===== src/rtl/alu_pipe.sv =====
// Handshaked WIDTH-bit ALU: 8 single-cycle ops plus optional shift-add MUL (ALU_MUL_EN).
// Latency: 1 cycle for single-cycle/illegal ops, WIDTH+1 cycles (or more) for MUL.
// Backpressure: results held stable while out_valid && !out_ready; in_ready drops until the output is free.
module alu_pipe #(
  parameter int WIDTH = 8
) (
  input  logic             clk,
  input  logic             reset,
  input  logic             in_valid,
  output logic             in_ready,
  input  logic [3:0]       in_op,
  input  logic [WIDTH-1:0] A,
  input  logic [WIDTH-1:0] B,
  output logic             out_valid,
  input  logic             out_ready,
  output logic [WIDTH-1:0] ALU_Out,
  output logic [WIDTH-1:0] ALU_Out_Hi,
  output logic             CarryOut,
  output logic             Zero,
  output logic             Negative,
  output logic             Overflow,
  output logic             Err
);

  localparam logic [3:0] OP_ADD  = 4'd0;
  localparam logic [3:0] OP_SUB  = 4'd1;
  localparam logic [3:0] OP_AND  = 4'd2;
  localparam logic [3:0] OP_OR   = 4'd3;
  localparam logic [3:0] OP_XOR  = 4'd4;
  localparam logic [3:0] OP_XNOR = 4'd5;
  localparam logic [3:0] OP_NAND = 4'd6;
  localparam logic [3:0] OP_NOR  = 4'd7;

  logic             out_valid_q, out_valid_d;
  logic [WIDTH-1:0] res_q, res_d;
  logic             carry_q, carry_d, zero_q, zero_d, neg_q, neg_d;
  logic             ovf_q, ovf_d, err_q, err_d;

  logic             out_free, accept, is_mul, mul_done;
  logic [WIDTH:0]   sum, diff;
  logic [WIDTH-1:0] s_res;
  logic             s_carry, s_ovf, s_err;

  assign out_free = !out_valid_q || out_ready;
  assign accept   = in_valid && in_ready;

  // Single-cycle datapath; MUL is routed to the FSM and shows up here as "illegal" only if disabled.
  always_comb begin
    sum     = {1'b0, A} + {1'b0, B};
    diff    = {1'b0, A} - {1'b0, B};
    s_res   = '0;
    s_carry = 1'b0;
    s_ovf   = 1'b0;
    s_err   = 1'b0;
    case (in_op)
      OP_ADD: begin
        s_res   = sum[WIDTH-1:0];
        s_carry = sum[WIDTH];
        s_ovf   = (A[WIDTH-1] == B[WIDTH-1]) && (sum[WIDTH-1] != A[WIDTH-1]);
      end
      OP_SUB: begin
        s_res   = diff[WIDTH-1:0];
        s_carry = diff[WIDTH];
        s_ovf   = (A[WIDTH-1] != B[WIDTH-1]) && (diff[WIDTH-1] != A[WIDTH-1]);
      end
      OP_AND:  s_res = A & B;
      OP_OR:   s_res = A | B;
      OP_XOR:  s_res = A ^ B;
      OP_XNOR: s_res = ~(A ^ B);
      OP_NAND: s_res = ~(A & B);
      OP_NOR:  s_res = ~(A | B);
      default: s_err = 1'b1;
    endcase
  end

`ifdef ALU_MUL_EN
  localparam logic [3:0] OP_MUL = 4'd8;
  localparam int         CW     = $clog2(WIDTH) + 1;

  typedef enum logic [1:0] {IDLE, MUL, HOLD} state_t;

  state_t             state_q, state_d;
  logic [2*WIDTH-1:0] mcand_q, mcand_d, acc_q, acc_d;
  logic [WIDTH-1:0]   mplier_q, mplier_d, hi_q, hi_d;
  logic [CW-1:0]      cnt_q, cnt_d;

  assign is_mul     = (in_op == OP_MUL);
  assign in_ready   = !reset && (state_q == IDLE) && out_free;
  assign mul_done   = (state_q == HOLD) && out_free;
  assign ALU_Out_Hi = hi_q;

  always_comb begin
    state_d  = state_q;
    mcand_d  = mcand_q;
    mplier_d = mplier_q;
    acc_d    = acc_q;
    cnt_d    = cnt_q;
    hi_d     = hi_q;
    case (state_q)
      IDLE: begin
        if (accept && is_mul) begin
          state_d  = MUL;
          mcand_d  = {{WIDTH{1'b0}}, A};
          mplier_d = B;
          acc_d    = '0;
          cnt_d    = '0;
        end
      end
      MUL: begin
        acc_d    = acc_q + (mplier_q[0] ? mcand_q : '0);
        mcand_d  = mcand_q << 1;
        mplier_d = mplier_q >> 1;
        if (cnt_q == CW'(WIDTH - 1)) state_d = HOLD;
        else                         cnt_d   = cnt_q + CW'(1);
      end
      HOLD:    if (out_free) state_d = IDLE;
      default: state_d = IDLE;
    endcase
    if (accept && !is_mul) hi_d = '0;
    else if (mul_done)     hi_d = acc_q[2*WIDTH-1:WIDTH];
  end

  always_ff @(posedge clk) begin
    if (reset) begin
      state_q  <= IDLE;
      mcand_q  <= '0;
      mplier_q <= '0;
      acc_q    <= '0;
      cnt_q    <= '0;
      hi_q     <= '0;
    end else begin
      state_q  <= state_d;
      mcand_q  <= mcand_d;
      mplier_q <= mplier_d;
      acc_q    <= acc_d;
      cnt_q    <= cnt_d;
      hi_q     <= hi_d;
    end
  end
`else
  assign is_mul     = 1'b0;
  assign mul_done   = 1'b0;
  assign in_ready   = !reset && out_free;
  assign ALU_Out_Hi = '0;
`endif

  // A new load always wins over consumption, so simultaneous pop+push keeps out_valid high.
  always_comb begin
    out_valid_d = out_valid_q;
    res_d       = res_q;
    carry_d     = carry_q;
    zero_d      = zero_q;
    neg_d       = neg_q;
    ovf_d       = ovf_q;
    err_d       = err_q;
    if (accept && !is_mul) begin
      out_valid_d = 1'b1;
      res_d       = s_res;
      carry_d     = s_carry;
      zero_d      = (s_res == '0);
      neg_d       = s_res[WIDTH-1];
      ovf_d       = s_ovf;
      err_d       = s_err;
`ifdef ALU_MUL_EN
    end else if (mul_done) begin
      out_valid_d = 1'b1;
      res_d       = acc_q[WIDTH-1:0];
      carry_d     = 1'b0;
      zero_d      = (acc_q == '0);
      neg_d       = acc_q[2*WIDTH-1];
      ovf_d       = 1'b0;
      err_d       = 1'b0;
`endif
    end else if (out_ready) begin
      out_valid_d = 1'b0;
    end
  end

  always_ff @(posedge clk) begin
    if (reset) begin
      out_valid_q <= 1'b0;
      res_q       <= '0;
      carry_q     <= 1'b0;
      zero_q      <= 1'b0;
      neg_q       <= 1'b0;
      ovf_q       <= 1'b0;
      err_q       <= 1'b0;
    end else begin
      out_valid_q <= out_valid_d;
      res_q       <= res_d;
      carry_q     <= carry_d;
      zero_q      <= zero_d;
      neg_q       <= neg_d;
      ovf_q       <= ovf_d;
      err_q       <= err_d;
    end
  end

  assign out_valid = out_valid_q;
  assign ALU_Out   = res_q;
  assign CarryOut  = carry_q;
  assign Zero      = zero_q;
  assign Negative  = neg_q;
  assign Overflow  = ovf_q;
  assign Err       = err_q;

endmodule


===== config.mk =====
export PLATFORM = sky130hd
export DESIGN_NAME = alu_pipe
export DESIGN_NICKNAME = d
export VERILOG_FILES = /design/src/rtl/alu_pipe.sv
export SDC_FILE = /design/constraint.sdc
export NUM_CORES = 1
export LEC_CHECK = 0
export CAP_MARGIN = 10
export CORE_UTILIZATION = 40
export DETAILED_ROUTE_END_ITERATION = 12
export PLACE_DENSITY = 0.71
export SYNTH_ARGS = -nofsm -noshare
export SYNTH_HDL_FRONTEND = slang
export SYNTH_SLANG_ARGS = --single-unit

===== constraint.sdc =====
create_clock -name clk -period 3.8 [get_ports clk]
set_input_delay 0.38 -clock clk [delete_from_list [all_inputs] [get_ports clk]]
set_output_delay 0.38 -clock clk [all_outputs]
set_load 0.03 [all_outputs]

# Word-level counts from Yosys, hierarchy flattened

Index checks and enable logic that the tools add are counted.

Flip-flop bits (word level): 14
Bits of input ports: 24
Logic and storage cells: 43
Output and inout bits: 23

Bitwise logic cells: 6
Add/sub/neg operators: 2
Equal/unequal tests: 11
Multiplexer cells: 6
Reductions and logical operators: 11

Operator list:

| kind                                           | number |
|---|---|
| one-hot mux 8 bit (8 select lines)             | 1 |
| NOT 8 bit                                      | 3 |
| == test 4 x 3 -> 1 bit (second input constant) | 4 |
| adder 8 x 8 -> 9 bit                           | 1 |
| subtractor 8 x 8 -> 9 bit                      | 1 |
| AND 8 bit                                      | 1 |
| == test 4 x 2 -> 1 bit (second input constant) | 2 |
| logical NOT 8 bit                              | 1 |
| bitwise OR 8 bit                               | 1 |
| OR reduction 8 bit                             | 1 |
| bitwise XOR 8 bit                              | 1 |
| == test 4 x 1 -> 1 bit (second input constant) | 1 |
| logical AND 1 bit                              | 4 |
| logical NOT 4 bit                              | 1 |
| one-hot mux 1 bit (2 select lines)             | 2 |
| 2-to-1 mux 1 bit                               | 3 |
| inequality test 1 bit                          | 3 |
| logical NOT 1 bit                              | 2 |
| nonzero test 2 bit                             | 1 |
| == test 1 bit                                  | 1 |
| logical OR 1 bit                               | 1 |

# Logic depth before layout (Yosys ltp)

Gate-level depths: netlist of the first run.

Depth in word-level cells: 5
Gate-level depth with buffers: 10
Mapped depth without buffers: 10

# Worst setup path after synthesis of the first run

Ideal clock, no wire load.

Path type: input -> register
Start point: input A[0]
End point: register zero_q (netlist: Zero)
Library setup time: 0.117 ns
Data required time: 3.683 ns
Setup slack: 1.584 ns
Path buffers: 0
Stages on the path: 10
Arrival time: 2.099 ns
Cell sequence: inv_1 -> ha_1 -> fa_1 -> o21bai_1 -> nand2_1 -> a2111oi_0 -> nor3b_1 -> or2b_1 -> a21oi_1 -> a32o_1

Longest elaborated chain between the ends: 4
Elaborated cells between the ends (all ways): 10
Those cells by class: 2 x add/sub; 1 x mux; 6 x bitwise; 1 x reduce/logical

RTL lines:

| element                                                           | line | RTL |
|---|---|---|
| from (decl)                                                       | 12   | `input logic [WIDTH-1:0] A,` |
| branches (longest 2 deep; another with subtractor 8 x 8 -> 9 bit) | --   |  |
| one-hot mux 8 bit (8 select lines) (*)                            | 55   | `case (in_op)` |
| logical NOT 8 bit (*)                                             | 160  | `zero_d = (s_res == '0);` |
| to (signal assigned)                                              | 192  | `zero_q <= zero_d;` |
| to (decl)                                                         | 36   | `logic carry_q, carry_d, zero_q, zero_d, neg_q, neg_d;` |

Every way passes the cells marked *.
A chain may end at the register's enable or synchronous reset.

# Final worst setup path of the first run

Start point: input in_op[0]
End point: register zero_q (netlist: Zero)

Longest elaborated chain between the ends: 3
Elaborated cells between the ends (all ways): 10
Those cells by class: 7 x eq/ne; 1 x mux; 2 x reduce/logical

RTL lines:

| element                                              | line | RTL |
|---|---|---|
| from (decl)                                          | 11   | `input logic [3:0] in_op,` |
| == test 4 x 3 -> 1 bit, or another cell as far along | 55   |  |
| one-hot mux 8 bit (8 select lines) (*)               | 55   |  |
| logical NOT 8 bit (*)                                | 160  |  |

Every way passes the cells marked *; elsewhere a longest branch is shown, timed or not.

==> results.ini, run 1 <==
[min_path]
hold_end = Overflow
hold_path.class = flip-flop to flip-flop
whs_path_depth = 1
min-delay-start = Overflow

[logic_synthesis]
yosysTopAreaCell = ha_1
yosysTopAreaCellShare_pct = 15.7
yosys_register_bits = 13
synth_cell_types = 60
synthFlopType = dfxtp_1
ys_seq_area_share_pct = 13.6
ys_async_sr_fraction_pct = 0
synth_area_leaders = ha_1 (16%), dfxtp_1 (14%), buf_4 (5.1%)
synth_edf_count = 0
syn_avg_cell_area_um2 = 7.76
syn_inst = 246
syn_area_um2 = 1910
yosys_warnings = 0

[sta]
relSlewSlack_pct = 38.0
post-route-period-util_pct = 70.6
tightest_slew_ns = 0.927
finalSetupViolations = 0
fin_skew_ns = 0.00262
setup_tns_ns = 0
slew_viol_final = 0
hold_violations = 0
fmax_mhz = 373
fin_ws_ns = 1.12
finalCriticalPeriod_ns = 2.68
rsz0062_at_grt = no

[critical_path]
crit_arrival_ns = 2.87
r2r_start = out_valid
r2r_end = Zero
required_ns = 3.99
end_kind = flip-flop
criticalPathCategory = input pin to flip-flop
r2r_cells = 5
path_max_fanout = 26
ff2ff_setup_slack_ns = 2.22
worstSetupStartpointType = input pin

[placement]
dp_cells = 324
place_hpwl_um = 3280
dp_slack_ns = 0.869
portBuffers = 38
gp_congestion = 0.823
dpl_cell_area_um2 = 2230

[final_layout]
n_antenna_cell = 0
n_fill_cell = 454
layout.cells.non_filler = 328
final_nets = 327
regArea_um2 = 260
syn2layout_area_growth_pct = 19.4
drive_gt1_share_pct = 5.80
multi_input_area_um2 = 1430
fin_util_pct = 50.9
postLayoutCellArea_um2 = 2280

[detailed_routing]
drc_errors = 1
wl_per_cell_um = 12.4
route.vias.total = 1763
drtPass1Iterations = 10
vias_per_cell = 5.38
wl_um = 4070
initialDrtViolationCount = 74
final_antenna_net_count = 0

[power_and_ir_drop]
power_density_nw_per_um2 = 240
p_leak_nw = 0.972
peakVddDrop_uv = 141

[cts]
htreeDepth = 1
ctsResizeCount = 0
clock_sinks = 13
cts-buffers-inserted = 3
cts_tree = yes
insertion_delay_ns = 0.24
holdBufCountCts = 0
cts-root-buf = clkbuf_8
post_cts_buffers = 0
path_clk_slew_ns = 0.05
cts_max_path_buffers = 2

[run]
maxCapViolCount = 0

[global_routing]
grt_pass1_vias = 1647
grt_max_degree = 27
antenna_found_initial = 0
grt_use_total_pct = 16.6
grt-ovfl-total = 0
grt_pass1_wl_um = 6910

[floorplan]
die_area_um2 = 5050
core-area_um2 = 4470
initial_utilization_pct = 42.6
io_pins = 47
dieHeight_um = 71.1
fp-row-count = 24
die_w_um = 71.1

[outcome]
outcome = complete, but fails checks
failed_checks = DRC

==> cell usage after synthesis (3+ instances only) <==
cell type  number
a32o_1          4
inv_1          21
o21bai_1        4
nand2b_1        4
xnor2_1        11
ha_1           24
nor3_1          7
dfxtp_1        13
mux2i_1         4
nand3_1         9
xor2_1          4
buf_2           3
nand2_1         9
nor2b_1         9
nor2_1         26
o311ai_1        3
o21ai_0        11
a21oi_1        16
buf_4          13
==> cell type report <==
cell class	count	area share (%)
multi-input combinational	197	62.9
timing repair buffer	39	17.0
sequential	13	11.4
inverter	23	3.79
tap	52	2.86
clock buffer	4	1.98
==> routing by layer <==
metal | track usage [%] | share of wire (%) | wire length [µm]
met3 | 3.70 | 3.0 | 124
met1 | 20.5 | 47 | 1920
met2 | 29.1 | 48 | 1970
met5 | 0 | 0 | 0
met4 | 4.22 | 1.3 | 51
==> worst max-delay path by stage <==
stage | to | slack, ns | start | depth (start not counted)
final | Zero | 1.12 | in_op[0] | 8
after CTS | Zero | 1.12 | in_op[0] | 8
after global routing | Zero | 0.86 | in_op[0] | 8
after global placement | ALU_Out[6] | 0.90 | in_op[0] | 8
after floorplan | Zero | 1.58 | A[0] | 10
after detailed placement | Zero | 0.87 | in_op[0] | 8
==> placed cells by master (no fill, tap or decap), drive strengths merged, types with 8 or more instances in the layout <==
cell type	count
nand2	10
nor3	8
nor2	26
nor2b	10
ha	24
dfxtp	13
conb	8
clkdlybuf4s50	38
xnor2	11
o21ai	12
inv	22
nand3	9
a21oi	18
==> worst max-delay path, cell delays in order <==
cell	delay [ns]
clkdlybuf4s50_1	1.08
buf_4	0.29
nand2_2	0.06
a31oi_1	0.20
nor3b_1	0.24
or2b_1	0.25
a21oi_1	0.18
a32o_1	0.18
==> where the power goes <==
part,internal (mW),switching (mW),leakage (nW)
Combinational,0.119,0.156,0.843
Sequential,0.145,0.00462,0.106
Clock,0.0740,0.0480,0.0228
Total,0.338,0.209,0.972
==> cells by family (layout without fill, tap and decap cells) <==
kind of cell | count (synthesis) | count (layout) | synth area share (%)
other | 1 | 8 | 0.197
adder cells (fa/ha/maj) | 26 | 26 | 17.8
buffers and inverters | 43 | 66 | 12.6
flip-flops | 13 | 13 | 13.6
XOR/XNOR | 15 | 15 | 6.88
AO/OA/AOI/OAI | 67 | 67 | 25.8
multiplexers | 4 | 4 | 2.10
AND/OR/NAND/NOR | 77 | 77 | 21.0
==> state kept, by name, summed over array words and instances (netlist names) <==
name and flops:
CarryOut 1, Zero 1, ALU_Out 8, Overflow 1, Err 1, out_valid 1
==> metrics by stage <==
step | power, mW | hold slack, ns
floorplan | 0.358 | 0.452
global placement | 0.425 | 0.460
detailed placement | 0.427 | 0.460
CTS | 0.552 | 0.480
global route | 0.588 | 0.500
finish | 0.547 | 0.469
Power figures use the tool's default switching activity.
==> inputs of run 2 (changes only) <==
clock period = 2.72 ns   (was 3.8 ns; I/O delays follow)
==> results.ini, run 2 (synthesis results as in run 1) <==
[global_routing]
grt_pass1_wl_um = 7200
top_usage_layer = met2
use_met1_pct = 20.5
grt-ovfl-total = 0
met2_usage_pct = 32.6
antenna_found_initial = 0
gr-usage-met3_pct = 3.56
grt_max_degree = 35
grt_use_total_pct = 17.4
grt_pass1_vias = 1759

[cts]
ctsResizeCount = 0
holdBufCountCts = 0
cts_max_path_buffers = 2
cts-buffers-inserted = 3
path_clk_slew_ns = 0.05
post_cts_buffers = 0
insertion_delay_ns = 0.24
htreeDepth = 1
cts_tree = yes
clock_sinks = 13
cts-root-buf = clkbuf_8

[power_and_ir_drop]
peakVddDrop_uv = 334
p_leak_nw = 1.07
p_switching_mw = 0.296
pwr-share-comb_pct = 52.3
power_density_nw_per_um2 = 325
switching_share_pct = 37.2
seqPwrFrac_pct = 26.3
internal_power_mw = 0.500
clock_power_share_pct = 21.4

[detailed_routing]
final_antenna_net_count = 0
wl_per_cell_um = 12.3
drtPass1Iterations = 8
vias_per_cell = 5.27
route.vias.total = 1830
wl_um = 4260
drc_errors = 2
initialDrtViolationCount = 98

[min_path]
hold_path.class = flip-flop to flip-flop

[sta]
finalSetupViolations = 0
slew_viol_final = 0
fin_skew_ns = 0.00630
tightest_slew_ns = 0.577
fin_hold_ws_ns = 0.465
fmax_mhz = 397
rsz0062_at_grt = no
relSlewSlack_pct = 61.4
hold_violations = 0
finalCriticalPeriod_ns = 2.52
post-route-period-util_pct = 92.6

[critical_path]
required_ns = 2.85
end_kind = flip-flop
path_max_fanout = 2
crit_arrival_ns = 2.65
worstSetupStartpointType = input pin
criticalPathCategory = input pin to flip-flop

[final_layout]
drive_gt1_share_pct = 11.9
largest_register_ffs = 8
regArea_um2 = 260
fin_util_pct = 54.7
final_common_cell = clkdlybuf4s50_1
syn2layout_area_growth_pct = 28.2
final_cell_mix = clkdlybuf4s50_1 (38), nor2_1 (26), ha_1 (24)
n_fill_cell = 450
multi_input_area_um2 = 1430
n_antenna_cell = 0
final_nets = 346

[floorplan]
io_pins = 47
die_w_um = 71.1
fp-row-count = 24
dieHeight_um = 71.1
core-area_um2 = 4470
initial_utilization_pct = 42.6
die_area_um2 = 5050

[placement]
place_hpwl_um = 3470
portBuffers = 38
gp_congestion = 0.876

[run]
maxCapViolCount = 0

[outcome]
outcome = complete, but fails checks
failed_checks = DRC

==> run 2: cell types whose count changed in the layout (fill, tap and decap cells not counted), sizes merged <==
cell	before	now
buf	1	20
==> run 2: per-stage QoR <==
| step | std cells | power, mW | TNS (ns) | instance area [µm²] | worst slack [ns] |
|---|---|---|---|---|---|
| floorplan | 253 | 0.501 | 0 | 1930 | 0.612 |
| global placement | 343 | 0.626 | 0 | 2400 | 0.0170 |
| detailed placement | 343 | 0.630 | -0.0502 | 2400 | -0.0502 |
| CTS | 347 | 0.803 | 0 | 2450 | 0.197 |
| global route | 347 | 0.854 | 0 | 2450 | 0.0210 |
| finish | 347 | 0.796 | 0 | 2450 | 0.202 |
==> run 2: path summary, 6_finish.rpt <==
check | startpoint | end | slack (ns) | cells after the start
worst max register to register | out_valid | Zero | 1.18 | 5
worst min-delay path | Overflow | Overflow | 0.47 | 1
worst max-delay path | A[0] | Zero | 0.20 | 11
worst min register to register | Overflow | Overflow | 0.47 | 1
==> run 2: power groups by stage <==
stage / clock network (mW) / logic, mW / registers (mW)
2_1_floorplan: 0 / 0.263 / 0.237
3_3_place_gp: 0 / 0.412 / 0.213
3_5_place_dp: 0 / 0.417 / 0.213
4_1_cts: 0.174 / 0.419 / 0.209
5_1_grt: 0.185 / 0.458 / 0.211
6_report: 0.170 / 0.417 / 0.209
==> run 2: worst max-delay path: stages <==
cell             delay (ns)
clkdlybuf4s50_1        0.48
inv_1                  0.06
ha_1                   0.22
fa_1                   0.38
o21bai_1               0.17
nand2_1                0.10
a2111oi_0              0.39
nor3b_1                0.12
or2b_1                 0.17
a21oi_1                0.07
a32o_1                 0.22
==> run 2: metal layers <==
| layer | routed length [µm] | vias to the layer above |
|---|---|---|
| met1 | 1900 | 843 |
| met3 | 162 | 0 |
| met5 | 0 | - |
| met2 | 2190 | 39 |
| met4 | 0 | 0 |
| li1 | - | 948 |
==> run 2: final cells by class <==
| class | count | share of cell area (%) |
|---|---|---|
| clock buffers | 4 | 1.84 |
| inverters | 23 | 3.53 |
| multi-input cells | 197 | 58.6 |
| flip-flops and latches | 13 | 10.6 |
| well taps | 52 | 2.66 |
| repair buffers | 58 | 22.7 |
